### src/rtl/bus_term_pkg.sv
// Shared types and helpers for the bus terminal endpoint and its queues.
package bus_term_pkg;

  localparam int unsigned ID_W          = 8;
  localparam logic [ID_W-1:0] BCAST_ID  = 8'hFF;
  localparam int unsigned MAX_PKT_W     = 64;
  localparam int unsigned DEPTH_DEFAULT = 8;

  typedef logic [$clog2(DEPTH_DEFAULT):0] occ_t;

  // Destination ID sits in the top ID_W bits of a packet of the given width.
  function automatic logic [ID_W-1:0] dest_of(input logic [MAX_PKT_W-1:0] pkt,
                                               input int unsigned width);
    logic [MAX_PKT_W-1:0] shifted;
    shifted = pkt >> (width - ID_W);
    return shifted[ID_W-1:0];
  endfunction

endpackage

### src/rtl/sync_fifo_fwft.sv
// First-word-fall-through FIFO; occupancy counter drives full/empty.
module sync_fifo_fwft #(
  parameter int unsigned width = 16,
  parameter int unsigned depth = 8
) (
  input  logic                   clk,
  input  logic                   reset,
  input  logic                   wr,
  input  logic [width-1:0]       wdata,
  input  logic                   rd,
  output logic [width-1:0]       rdata,
  output logic                   empty,
  output logic                   full,
  output logic [$clog2(depth):0] count
);
  import bus_term_pkg::*;

  localparam int unsigned AW = $clog2(depth);
  localparam int unsigned CW = AW + 1;

  logic [width-1:0] mem [depth];
  logic [AW-1:0]    wptr, rptr;
  logic             wr_en, rd_en;

  assign empty = (count == '0);
  assign full  = (count == CW'(depth));
  // A write into a full queue is legal when the head retires in the same cycle.
  assign rd_en = rd && !empty;
  assign wr_en = wr && (!full || rd);
  assign rdata = empty ? '0 : mem[rptr];

  always_ff @(posedge clk) begin
    if (wr_en) mem[wptr] <= wdata;
  end

  always_ff @(posedge clk) begin
    if (reset) begin
      wptr  <= '0;
      rptr  <= '0;
      count <= '0;
    end else begin
      if (wr_en) wptr <= wptr + 1'b1;
      if (rd_en) rptr <= rptr + 1'b1;
      case ({wr_en, rd_en})
        2'b10:   count <= count + 1'b1;
        2'b01:   count <= count - 1'b1;
        default: count <= count;
      endcase
    end
  end

endmodule

### src/rtl/bus_terminal_endpoint.sv
// Device-side bus terminal: TX queue toward the arbiter, ID-filtered RX queue,
// sticky error flags and a saturating RX drop counter.
module bus_terminal_endpoint
  import bus_term_pkg::*;
#(
  parameter int unsigned     width    = 16,
  parameter int unsigned     depth    = 8,
  parameter logic [ID_W-1:0] term_id  = 8'd0,
  parameter logic [ID_W-1:0] bcast_id = BCAST_ID
) (
  input  logic                   clk,
  input  logic                   reset,
  input  logic                   tx_wr,
  input  logic [width-1:0]       tx_data,
  output logic                   tx_full,
  output logic [$clog2(depth):0] tx_count,
  output logic                   pndng,
  output logic [width-1:0]       D_pop,
  input  logic                   pop,
  input  logic                   push,
  input  logic [width-1:0]       D_push,
  input  logic                   rx_rd,
  output logic [width-1:0]       rx_data,
  output logic                   rx_valid,
  output logic [7:0]             rx_drop_cnt,
  output logic                   err_underflow,
  output logic                   err_misroute
);

  logic                   tx_empty, rx_empty, rx_full;
  logic [$clog2(depth):0] rx_count_unused;
  logic [ID_W-1:0]        dest;
  logic                   id_match, accept;

  assign dest     = dest_of(MAX_PKT_W'(D_push), width);
  assign id_match = (dest == term_id) || (dest == bcast_id);
  assign accept   = push && id_match;
  assign pndng    = !tx_empty;
  assign rx_valid = !rx_empty;

  sync_fifo_fwft #(.width(width), .depth(depth)) u_tx (
    .clk   (clk),
    .reset (reset),
    .wr    (tx_wr),
    .wdata (tx_data),
    .rd    (pop),
    .rdata (D_pop),
    .empty (tx_empty),
    .full  (tx_full),
    .count (tx_count)
  );

  sync_fifo_fwft #(.width(width), .depth(depth)) u_rx (
    .clk   (clk),
    .reset (reset),
    .wr    (accept),
    .wdata (D_push),
    .rd    (rx_rd),
    .rdata (rx_data),
    .empty (rx_empty),
    .full  (rx_full),
    .count (rx_count_unused)
  );

  always_ff @(posedge clk) begin
    if (reset) begin
      err_underflow <= 1'b0;
      err_misroute  <= 1'b0;
      rx_drop_cnt   <= '0;
    end else begin
      if (pop && tx_empty) err_underflow <= 1'b1;
      if (push && !id_match) err_misroute <= 1'b1;
      if (accept && rx_full && !rx_rd && rx_drop_cnt != 8'hFF)
        rx_drop_cnt <= rx_drop_cnt + 1'b1;
    end
  end

endmodule

### config.mk
export PLATFORM = sky130hd
export DESIGN_NAME = bus_terminal_endpoint
export DESIGN_NICKNAME = d
export VERILOG_FILES = /design/src/rtl/bus_term_pkg.sv /design/src/rtl/sync_fifo_fwft.sv /design/src/rtl/bus_terminal_endpoint.sv
export SDC_FILE = /design/constraint.sdc
export NUM_CORES = 1
export LEC_CHECK = 0
export BUFFER_PORTS_ARGS = -buffer_cell sky130_fd_sc_hd__buf_2
export CORE_ASPECT_RATIO = 2
export CORE_UTILIZATION = 30
export CTS_BUF_LIST = sky130_fd_sc_hd__clkbuf_16
export CTS_CLUSTER_DIAMETER = 40
export DETAILED_ROUTE_END_ITERATION = 8
export GPL_TIMING_DRIVEN = 0
export PLACE_DENSITY = 0.53
export SLEW_MARGIN = 25
export SYNTH_ARGS = -nofsm -noshare
export SYNTH_HDL_FRONTEND = slang
export SYNTH_SLANG_ARGS = --single-unit
### constraint.sdc
create_clock -name clk -period 4.2 [get_ports clk]
set_input_delay 0.84 -clock clk [delete_from_list [all_inputs] [get_ports clk]]
set_output_delay 0.84 -clock clk [all_outputs]
set_load 0.01 [all_outputs]
==> results of run 1 <==
[power by group]
group          internal, mW  leakage (nW)  total, mW  switching [mW]
registers              3.22          2.60       3.26          0.0435
clock network          1.62         0.530       2.86            1.24
logic                 0.353          1.42      0.857           0.503
[per-layer routing]
metal / track usage / routed length [µm] / vias up
met2: 0.275 / 15000 / 163
met5: 0 / 14 / -
met1: 0.129 / 8890 / 3043
met3: 0.0301 / 1160 / 57
met4: 0.0651 / 989 / 2
li1: - / - / 2694
[critical path, delay by kind of cell, from the launching register on]
family | cells | cell delay, ns
buffers and inverters | 3 | 0.86
flip-flops | 1 | 0.31
multiplexers | 2 | 0.81
AND/OR/NAND/NOR | 1 | 0.09
[cell usage after synthesis, types with 4 or more instances]
| cell | instances | share of area |
|---|---|---|
| inv_1 | 4 | 0.0013 |
| mux2i_1 | 36 | 0.031 |
| buf_1 | 9 | 0.0029 |
| nor2_1 | 64 | 0.021 |
| ha_1 | 11 | 0.012 |
| xor2_1 | 9 | 0.0069 |
| mux4_2 | 64 | 0.13 |
| buf_2 | 8 | 0.0035 |
| inv_2 | 5 | 0.0016 |
| nand4_1 | 4 | 0.0022 |
| edfxtp_1 | 256 | 0.67 |
| a21oi_1 | 20 | 0.0087 |
| clkbuf_1 | 9 | 0.0029 |
| xnor2_1 | 4 | 0.0031 |
| nor3_1 | 4 | 0.0017 |
| dfxtp_1 | 36 | 0.063 |
| nand2_1 | 12 | 0.0039 |
| nand2b_1 | 8 | 0.0044 |
| or3_1 | 8 | 0.0044 |
| nand3_1 | 4 | 0.0017 |
| o21ai_1 | 7 | 0.0031 |
| nor3b_1 | 5 | 0.0033 |
[cells in the final DEF, fill, tap and decap left out, types with 6 or more instances in the layout]
cell       instances
buf_1              9
o21ai_1            7
edfxtp_1         256
dfxtp_1           36
clkbuf_1           9
buf_2             93
buf_6              6
nor2_1            56
buf_4             12
ha_1              11
or3_1              8
clkbuf_16         35
mux2i_1           36
xor2_1             9
a21oi_1           20
mux4_2            64
nand2_1           12
nand2b_1           8
nor2_4             9
[sequential cells by signal, summed over array words and instances (netlist names), named ones only]
| register | flops |
|---|---|
| err_misroute | 1 |
| err_underflow | 1 |
| rx_drop_cnt | 8 |
| u_rx.count | 4 |
| u_rx.mem | 128 |
| u_rx.rptr | 3 |
| u_rx.wptr | 3 |
| u_tx.count | 4 |
| u_tx.mem | 128 |
| u_tx.rptr | 3 |
| u_tx.wptr | 3 |
[kinds of logic after synthesis]
| kind of cell | Yosys count | share of synthesized area |
|---|---|---|
| and+or+nand+nor | 124 | 0.0543 |
| buffers and inverters | 36 | 0.0133 |
| DFF | 292 | 0.734 |
| AOI/OAI and AO/OA | 35 | 0.0173 |
| adders and majority gates | 12 | 0.0138 |
| muxes | 100 | 0.157 |
| xor gates and xnor gates | 13 | 0.00994 |
[final cells by class]
cell class / instances / area, µm² / area share
Sequential cell: 292 / 8410 / 0.609
Tap cell: 459 / 574 / 0.0416
Buffer: 27 / 119 / 0.00862
Clock inverter: 22 / 211 / 0.0153
Inverter: 9 / 33.8 / 0.00245
Clock buffer: 35 / 876 / 0.0635
Multi-Input combinational cell: 284 / 3000 / 0.218
Timing Repair Buffer: 102 / 572 / 0.0414
[path summary, 6_finish.rpt]
| check | startpoint | end | slack [ns] | cells after the start |
|---|---|---|---|---|
| max | flip-flop | D_pop[6] | 0.75 | 6 |
| min | err_underflow | err_underflow | 0.49 | 2 |
| max reg2reg | u_tx.count[0] | u_tx.count[3] | 1.09 | 11 |
| min reg2reg | err_underflow | err_underflow | 0.49 | 2 |
[metrics by stage]
step / total power, mW / hold slack [ns] / TNS (ns) / area (µm²) / utilization
detailed placement: 4.21 / 0.466 / 0 / 12700 / 0.340
floorplan: 3.83 / 0.462 / 0 / 11500 / -
CTS: 7.10 / 0.489 / 0 / 13800 / 0.369
finish: 6.98 / 0.485 / 0 / 13800 / 0.369
global placement: 4.18 / 0.447 / -92.18 / 12500 / 0.333
global route: 7.25 / 0.512 / 0 / 13800 / 0.369
==> summary.txt, run 1 <==
Nets@finish = 800
DRC = 0
Vias per cell = 4.84
Diode count = 0
Final hold vios = 0
Syn_area_per_cell = 18.7 µm²
Slew Limit Fails = 0
Outcome = finished, final reports clean
Cells after DPL = 1,173
CORE AREA = 37,400 µm²
Max-cap violations = 0
Post-Syn Instances = 612
Die area = 39,000 µm²
Syn_nets = 662
Die X = 140 µm
Setup crit start kind = flip-flop
Top cell by count, worst path = buf_2
CTS tree = yes
Num CTS Buffers = 34
Yosys warnings = 0
Crit end category = primary output
Unrepaired setup endpoints after global routing = no
Fin crit share = 0.821
Largest net degree at the start of global routing = 17
Crit path time final = 3.45 ns
Clk slew on worst S/H paths = 0.06 ns
Row Count = 100
Worst-skew pair later-pin latency = 0.51 ns
Critical path, cell by cell = clkbuf_1 > buf_2 > mux4_2 > mux2i_1 > nor2_1 > buf_2
Area Overhead vs Synth = 20.4%
GRT Util Overall = 0.138
Slowest-stage cell, CP = mux4_2
Setup slack at placement = 0.496 ns
First-pass GRT wire length = 39,100 µm
Resized Gates After CTS = 0
Power Density = 506 nW/µm²
Mapped cell area = 11,500 µm²
Clock skew = 0.0176 ns
Drt initial violations = 257
CP arrival = 2.61 ns
Port buffer count = 85
Worst EP required = 3.36 ns
Setup WS post-layout = 0.754 ns
Pre-antenna DRT Iters = 4
Post-DP HPWL = 18,100 µm
Number of distinct library cells after synthesis = 43
Post-Layout Cell Count = 1,230
Antenna violations before repair = 1
Starting Density = 0.306
Layout cell share with drive strength beyond 1 = 0.332
Via count = 5,959
Root Buffer Master = clkbuf_16
ANT nets after route = 0
Pleak = 4.55 nW
Die H = 278 µm
Fmax = 290 MHz
Yosys reg bits = 292
Fill cells = 3,484
Tightest Hold Check Type = reg2reg
Grt ovf = 0
Maximum vdd ir drop = 0.000362 V
Drt total wl = 26,000 µm
Io pins = 87
Htree depth = 2
Critical Path Fanout Max = 10
Most used DFF post-synth = edfxtp_1
Longest Clk Path Bufs = 3
Routed len/inst = 21.1 µm
Worst slew pin tran = 0.960 ns
Sequential area share after synthesis = 0.734
Crit Path Class = reg2out
Clk sinks = 292
Worst path max stage delay = 0.57 ns
Relative slew margins = 0.360
# hold bufs at CTS = 0
Async SR Flop Fraction = 0
Post-synth EDFFs = 256
Vias in the first global route = 6,453
Final-report setup violation count = 0
GPL Wtd Cong = 0.724
Postcts setup bufs = 0
Note: power is estimated with default switching activity, not from simulation.
==> inputs of run 2 (changes only) <==
--- a/config.mk
+++ b/config.mk
@@ -5,6 +5,7 @@
 export SDC_FILE = /design/constraint.sdc
 export NUM_CORES = 1
 export LEC_CHECK = 0
+export ABC_AREA = 1
 export BUFFER_PORTS_ARGS = -buffer_cell sky130_fd_sc_hd__buf_2
 export CORE_ASPECT_RATIO = 2
 export CORE_UTILIZATION = 30
@@ -12,7 +13,7 @@
 export CTS_CLUSTER_DIAMETER = 40
 export DETAILED_ROUTE_END_ITERATION = 8
 export GPL_TIMING_DRIVEN = 0
-export PLACE_DENSITY = 0.53
+export PLACE_DENSITY = 0.52
 export SLEW_MARGIN = 25
 export SYNTH_ARGS = -nofsm -noshare
 export SYNTH_HDL_FRONTEND = slang
==> constraint.sdc (replaced) <==
create_clock -name clk -period 3.2 [get_ports clk]
set_input_delay 0.64 -clock clk [delete_from_list [all_inputs] [get_ports clk]]
set_output_delay 0.64 -clock clk [all_outputs]
set_load 0.01 [all_outputs]
==> summary.txt, run 2 <==
Sequential area share after synthesis = 0.697 (-0.0376)
Crit Path Class = reg2out
Postcts setup bufs = 0 (unchanged)
Number of distinct library cells after synthesis = 37 (-14%)
Largest cells by area after synthesis = edfxtp_1 (64%), nor2_1 (6.8%), dfxtp_1 (6.0%)
Critical path, cell by cell = buf_4 > clkbuf_1 > o21ai_0 > o21ai_1 > o21ai_1 > nor2_1 > buf_2
Mapped cell area = 12,100 µm² (+5.4%)
DRC = 0 (unchanged)
Antenna violations before repair = 2 (+1)
Drt initial violations = 329 (+28%)
Maximum vdd ir drop = 0.000622 V (+72%)
Yosys reg bits = 292 (unchanged)
Worst path max stage delay = 0.55 ns (-0.02 ns)
Sequential share of power = 0.389 (-0.079)
Layout cell share with drive strength beyond 1 = 0.200 (-0.132)
Async SR Flop Fraction = 0 (unchanged)
Max-cap violations = 0 (unchanged)
Hold slack = 0.332 ns (-0.153 ns)
CTS tree = yes
# hold bufs at CTS = 0 (unchanged)
Unrepaired setup endpoints after global routing = no
Most used DFF post-synth = edfxtp_1
Post-route cell area = 14,300 µm² (+3.9%)
Total Power = 11.3 mW (+61%)
Clk pwr share = 0.303 (-0.106)
Num CTS Buffers = 31 (-8.8%)
ANT nets after route = 0 (unchanged)
Outcome = finished, final reports clean
Longest Clk Path Bufs = 3 (unchanged)
Worst-skew pair later-pin latency = 0.57 ns (+0.06 ns)
Grt ovf = 0 (unchanged)
Clock skew = 0.0170 ns (-0.000616 ns)
Row Count = 103 (+3.0%)
Syn_area_per_cell = 12.2 µm² (-35%)
Logic pwr share = 0.308 (+0.185)
Synth cell count leaders = edfxtp_1 (256), nor2_1 (220), o21ai_0 (104), o21ai_1 (68), nand2_1 (53)
CORE AREA = 39,600 µm² (+5.8%)
Die H = 286 µm (+2.6%)
Io pins = 87 (unchanged)
Post-Syn Instances = 992 (+62%)
Nets@finish = 1,167 (+46%)
Slew Limit Fails = 0 (unchanged)
First-pass GRT wire length = 46,700 µm (+19%)
DP Area = 13,400 µm² (+5.2%)
Area Overhead vs Synth = 18.7%
Switching share of power = 0.348 (+0.0924)
Fin crit share = 0.951
Final-report setup violation count = 0 (unchanged)
Int Pwr = 7.35 mW (+41%)
CP arrival = 2.40 ns (-0.21 ns)
Most frequent cells in the layout = edfxtp_1 (256), nor2_1 (212), buf_2 (107)
Pleak = 5.05 nW (+11%)
Power Density = 786 nW/µm² (+55%)
Critical Path Fanout Max = 10 (unchanged)
Vias in the first global route = 8,120 (+26%)
Slowest-stage cell, CP = clkbuf_1
Top cell by count, worst path = o21ai_1
Final hold vios = 0 (unchanged)
Pre-antenna DRT Iters = 5 (+1)
Vias per cell = 4.69 (-3.1%)
Clk slew on worst S/H paths = 0.07 ns (about the same)
Die area = 41,100 µm² (+5.3%)
Switching power = 3.92 mW (+120%)
GRT Util Overall = 0.155 (+0.0174)
Final Core Density = 0.362 (-0.00647)
Reg2reg setup slack = 0.96 ns (-0.13 ns)
Fmax = 329 MHz
Setup crit start kind = flip-flop
Worst slew pin tran = 0.891 ns (-0.0693 ns)
Largest net degree at the start of global routing = 17 (unchanged)
Routed len/inst = 18.7 µm (-12%)
Yosys top cell area share = 0.637 (-0.0344)
Commonest non-fill, non-tap cell in the layout = edfxtp_1
Largest regs = u_rx.mem x128, u_tx.mem x128, rx_drop_cnt x8
Worst EP required = 2.56 ns (-0.80 ns)
Drt total wl = 31,100 µm (+19%)
Relative slew margins = 0.404 (+0.0443)
Starting Density = 0.305 (-0.00104)
Fill cells = 3,871 (+11%)
Post-synth EDFFs = 256 (unchanged)
Yosys top cell by area = edfxtp_1
Diode count = 0 (unchanged)
Die X = 144 µm (+2.6%)
Crit end category = primary output
Tightest Hold Check Type = in2reg
Port buffer count = 84 (-1.2%)
GPL Wtd Cong = 0.815 (+13%)
Via count = 7,808 (+31%)
Yosys warnings = 0 (unchanged)
Htree depth = 1 (-1)
Count leader, synth = edfxtp_1
Post-DP HPWL = 22,800 µm (+26%)
Syn_nets = 1,042 (+57%)
Crit path time final = 3.04 ns
Root Buffer Master = clkbuf_16
Clk sinks = 292 (unchanged)
[run 2: cell types whose count changed after synthesis, moves of 32 or more]
cell and change:
o22ai_1 +32, mux4_2 -64, o21ai_1 +61, o21ai_0 +101
nand2_1 +41, nor2_1 +156
[run 2: worst paths after layout]
check,startpoint,endpoint,depth (start not counted)
setup reg to reg,u_tx.count[0],u_tx.count[3],11
setup / recovery,flip-flop,D_pop[14],7
hold reg to reg,u_rx.rptr[2],u_rx.rptr[2],2
hold / removal,tx_data[14],u_tx.mem[0][14],1
[run 2: power groups by stage]
stage / logic [mW] / registers, mW / clock network [mW]
floorplan: 2.18 / 4.46 / 0
global placement: 3.48 / 4.46 / 0
detailed placement: 3.52 / 4.47 / 0
CTS: 3.53 / 4.38 / 3.51
global route: 3.85 / 4.40 / 3.62
finish: 3.47 / 4.38 / 3.41
[run 2: layout make-up]
type | count | area, µm² | area share
clock inverter | 24 | 196 | 0.0137
sequential | 292 | 8410 | 0.587
inverter | 42 | 159 | 0.0111
timing repair buffer | 93 | 541 | 0.0377
multi-input combinational | 607 | 3300 | 0.230
tap | 525 | 657 | 0.0458
clock buffer | 31 | 776 | 0.0541
buffer | 50 | 300 | 0.0209
[run 2: kinds of logic after synthesis]
family	share of synthesized area
AO/OA/AOI/OAI	0.101
multiplexers	0.0265
AND/OR/NAND/NOR	0.117
XOR/XNOR	0.00798
flip-flops	0.697
adder cells (fa/ha/maj)	0.0131
buffers and inverters	0.0382
[run 2: routing by layer]
layer,up-vias,wire [µm],track usage,share of wire
met5,-,27,0,0.00087
met1,3668,9830,0.134,0.32
li1,3800,-,-,-
met3,116,1450,0.0263,0.047
met4,4,2170,0.112,0.070
met2,220,17600,0.307,0.57
[run 2: worst max-delay path: cells and delay by family (launching register included)]
kind,cells,cell delay (ns)
AO/OA/AOI/OAI,3,0.52
flip-flops,1,0.31
buffers and inverters,3,0.85
AND/OR/NAND/NOR,1,0.14
[run 2: through the flow]
step	setup TNS [ns]	worst slack, ns	instances
floorplan	0	0.825	992
finish	0	0.158	1664
global route	0	0.0518	1664
detailed placement	0	0.227	1610
CTS	0	0.0776	1664
global placement	-37.71	-0.575	1601
[run 2: what timing repair did]
item,CTS,global route
resized for setup,0,2
cloned,0,0
setup endpoints to repair,1,1
==> inputs of run 3 (changes only) <==
--- a/config.mk
+++ b/config.mk
@@ -5,7 +5,6 @@
 export SDC_FILE = /design/constraint.sdc
 export NUM_CORES = 1
 export LEC_CHECK = 0
-export ABC_AREA = 1
 export BUFFER_PORTS_ARGS = -buffer_cell sky130_fd_sc_hd__buf_2
 export CORE_ASPECT_RATIO = 2
 export CORE_UTILIZATION = 30
@@ -13,7 +12,7 @@
 export CTS_CLUSTER_DIAMETER = 40
 export DETAILED_ROUTE_END_ITERATION = 8
 export GPL_TIMING_DRIVEN = 0
-export PLACE_DENSITY = 0.52
+export PLACE_DENSITY = 0.53
 export SLEW_MARGIN = 25
 export SYNTH_ARGS = -nofsm -noshare
 export SYNTH_HDL_FRONTEND = slang
==> summary.txt, run 3 (same netlist as run 1, synthesis figures left out) <==
Io pins = 87 (unchanged)
Crit Path Class = reg2out
Worst EP required = 2.56 ns (about the same)
Worst path max stage delay = 0.62 ns (+0.07 ns)
Diode count = 0 (unchanged)
Critical Path Fanout Max = 10 (unchanged)
Area Overhead vs Synth = 19.9%
Die X = 140 µm (-2.6%)
Critical path, cell by cell = buf_1 > mux4_2 > mux2i_1 > nor2_1 > buf_2
Most frequent cells in the layout = edfxtp_1 (256), buf_2 (88), mux4_2 (64)
Commonest non-fill, non-tap cell in the layout = edfxtp_1
Final setup TNS = 0 ns (unchanged)
Antenna violations before repair = 0 (-2)
Setup crit start kind = flip-flop
Area occupied by multi-input gates = 3040 µm² (-7.7%)
Crit end category = primary output
Routed len/inst = 20.9 µm (+12%)
Outcome = finished, final reports clean
Longest Clk Path Bufs = 3 (unchanged)
GRT Util Overall = 0.135 (-0.0201)
Fill cells = 3,462 (-11%)
Nets@finish = 791 (-32%)
Via count = 5,848 (-25%)
Drt total wl = 25,600 µm (-18%)
Pre-antenna DRT Iters = 4 (-1)
Port buffer count = 85 (+1.2%)
Slew Limit Fails = 0 (unchanged)
Clk sinks = 292 (unchanged)
Clock skew = 0.0190 ns (+0.00199 ns)
Pleak = 4.49 nW (-11%)
DR WL met2 = 14,900 µm (-15%)
Post-route cell area = 13,700 µm² (-4.2%)
Fin crit share = 0.945 (-0.00535)
Starting Density = 0.306 (+0.00104)
Post-DP HPWL = 18,100 µm (-21%)
Final-report setup violation count = 0 (unchanged)
Layout cell share with drive strength beyond 1 = 0.322 (+0.122)
CP arrival = 2.38 ns (-0.02 ns)
Vias per cell = 4.79 (+2.0%)
Max-cap violations = 0 (unchanged)
Slowest-stage cell, CP = buf_1
Clk slew on worst S/H paths = 0.06 ns (about the same)
Num CTS Buffers = 31 (unchanged)
Maximum vdd ir drop = 0.000485 V (-22%)
Grt ovf = 0 (unchanged)
Largest net degree at the start of global routing = 17 (unchanged)
Power Density = 640 nW/µm² (-19%)
Drt initial violations = 238 (-28%)
Register area = 8410 µm² (unchanged)
Htree depth = 1 (unchanged)
Uppermost routed layer = met4
ANT nets after route = 0 (unchanged)
Worst-skew pair later-pin latency = 0.56 ns (about the same)
Die H = 278 µm (-2.6%)
Worst slew pin tran = 0.777 ns (-0.115 ns)
Crit path time final = 3.02 ns (-0.0171 ns)
Total Power = 8.79 mW (-22%)
Final hold vios = 0 (unchanged)
Die area = 39,000 µm² (-5.1%)
Largest regs = u_rx.mem x128, u_tx.mem x128, rx_drop_cnt x8
Vias in the first global route = 6,249 (-23%)
CTS tree = yes
Setup WS post-layout = 0.175 ns (+0.0171 ns)
Met1 WL = 8630 µm (-12%)
Unrepaired setup endpoints after global routing = yes
Relative slew margins = 0.482 (+0.0783)
Routed wl met3 = 1200 µm (-17%)
Root Buffer Master = clkbuf_16
First-pass GRT wire length = 38,500 µm (-18%)
DP Area = 12,700 µm² (-4.8%)
Fmax = 331 MHz (+0.57%)
Setup slack at placement = -0.0955 ns (-0.322 ns)
CORE AREA = 37,400 µm² (-5.4%)
Row Count = 100 (-2.9%)
GPL Wtd Cong = 0.760 (-6.7%)
DRC = 0 (unchanged)
Tightest Hold Check Type = in2reg
Hold slack = 0.342 ns (+0.00919 ns)
==> run 3: changes by cell type in the layout (fill, tap and decap cells not counted), moves of 32 or more <==
cell     previous run  this run
nor2_1            212        56
o21ai_0           104         3
o22ai_1            32         0
o21ai_1            68         7
nand2_1            53        12
mux4_2              0        64
==> run 3: worst paths after layout <==
| kind | startpoint | to | slack [ns] | depth (start not counted) |
|---|---|---|---|---|
| worst max-delay path | flip-flop | rx_data[0] | 0.18 | 5 |
| worst min-delay path | tx_data[10] | u_tx.mem[0][10] | 0.34 | 1 |
| worst max register to register | u_tx.count[0] | u_tx.count[3] | 0.23 | 10 |
| worst min register to register | err_misroute | err_misroute | 0.47 | 2 |
==> run 3: per-stage QoR <==
step	cells	utilization
after CTS	1223	0.367
after global routing	1222	0.367
after floorplan	612	-
after detailed placement	1168	0.340
final	1222	0.367
after global placement	1156	0.334
==> run 3: repair_timing <==
item / in CTS / in global routing
resized for setup: 13 / 7
setup buffers: 0 / 0
hold buffers: 0 / 0
endpoints found under the setup margin: 27 / 19
pin swaps: 0 / 0
==> run 3: critical path: cells and delay by family, from the launching register on <==
family | cells | cell delay (ns)
buffers and inverters | 2 | 0.78
multiplexers | 2 | 0.56
flip-flops | 1 | 0.41
AND/OR/NAND/NOR | 1 | 0.09
==> run 3: cell type report <==
cell class,count,area share
repair buffers,97,0.0397
inverters,9,0.00246
well taps,459,0.0418
multi-input cells,284,0.222
flip-flops and latches,292,0.612
clock inverters,24,0.0139
plain buffers,26,0.0120
clock buffers,31,0.0565
==> run 3: routing by layer <==
| metal | global-route usage | vias to the layer above |
|---|---|---|
| met1 | 0.129 | 2954 |
| met4 | 0.0513 | 0 |
| met5 | 0 | - |
| met2 | 0.276 | 160 |
| met3 | 0.0244 | 51 |
| li1 | - | 2683 |
==> run 3: power by group <==
part	internal, mW	switching, mW
Combinational	0.492	0.665
Sequential	4.23	0.0655
Clock	1.86	1.48
Total	6.58	2.21
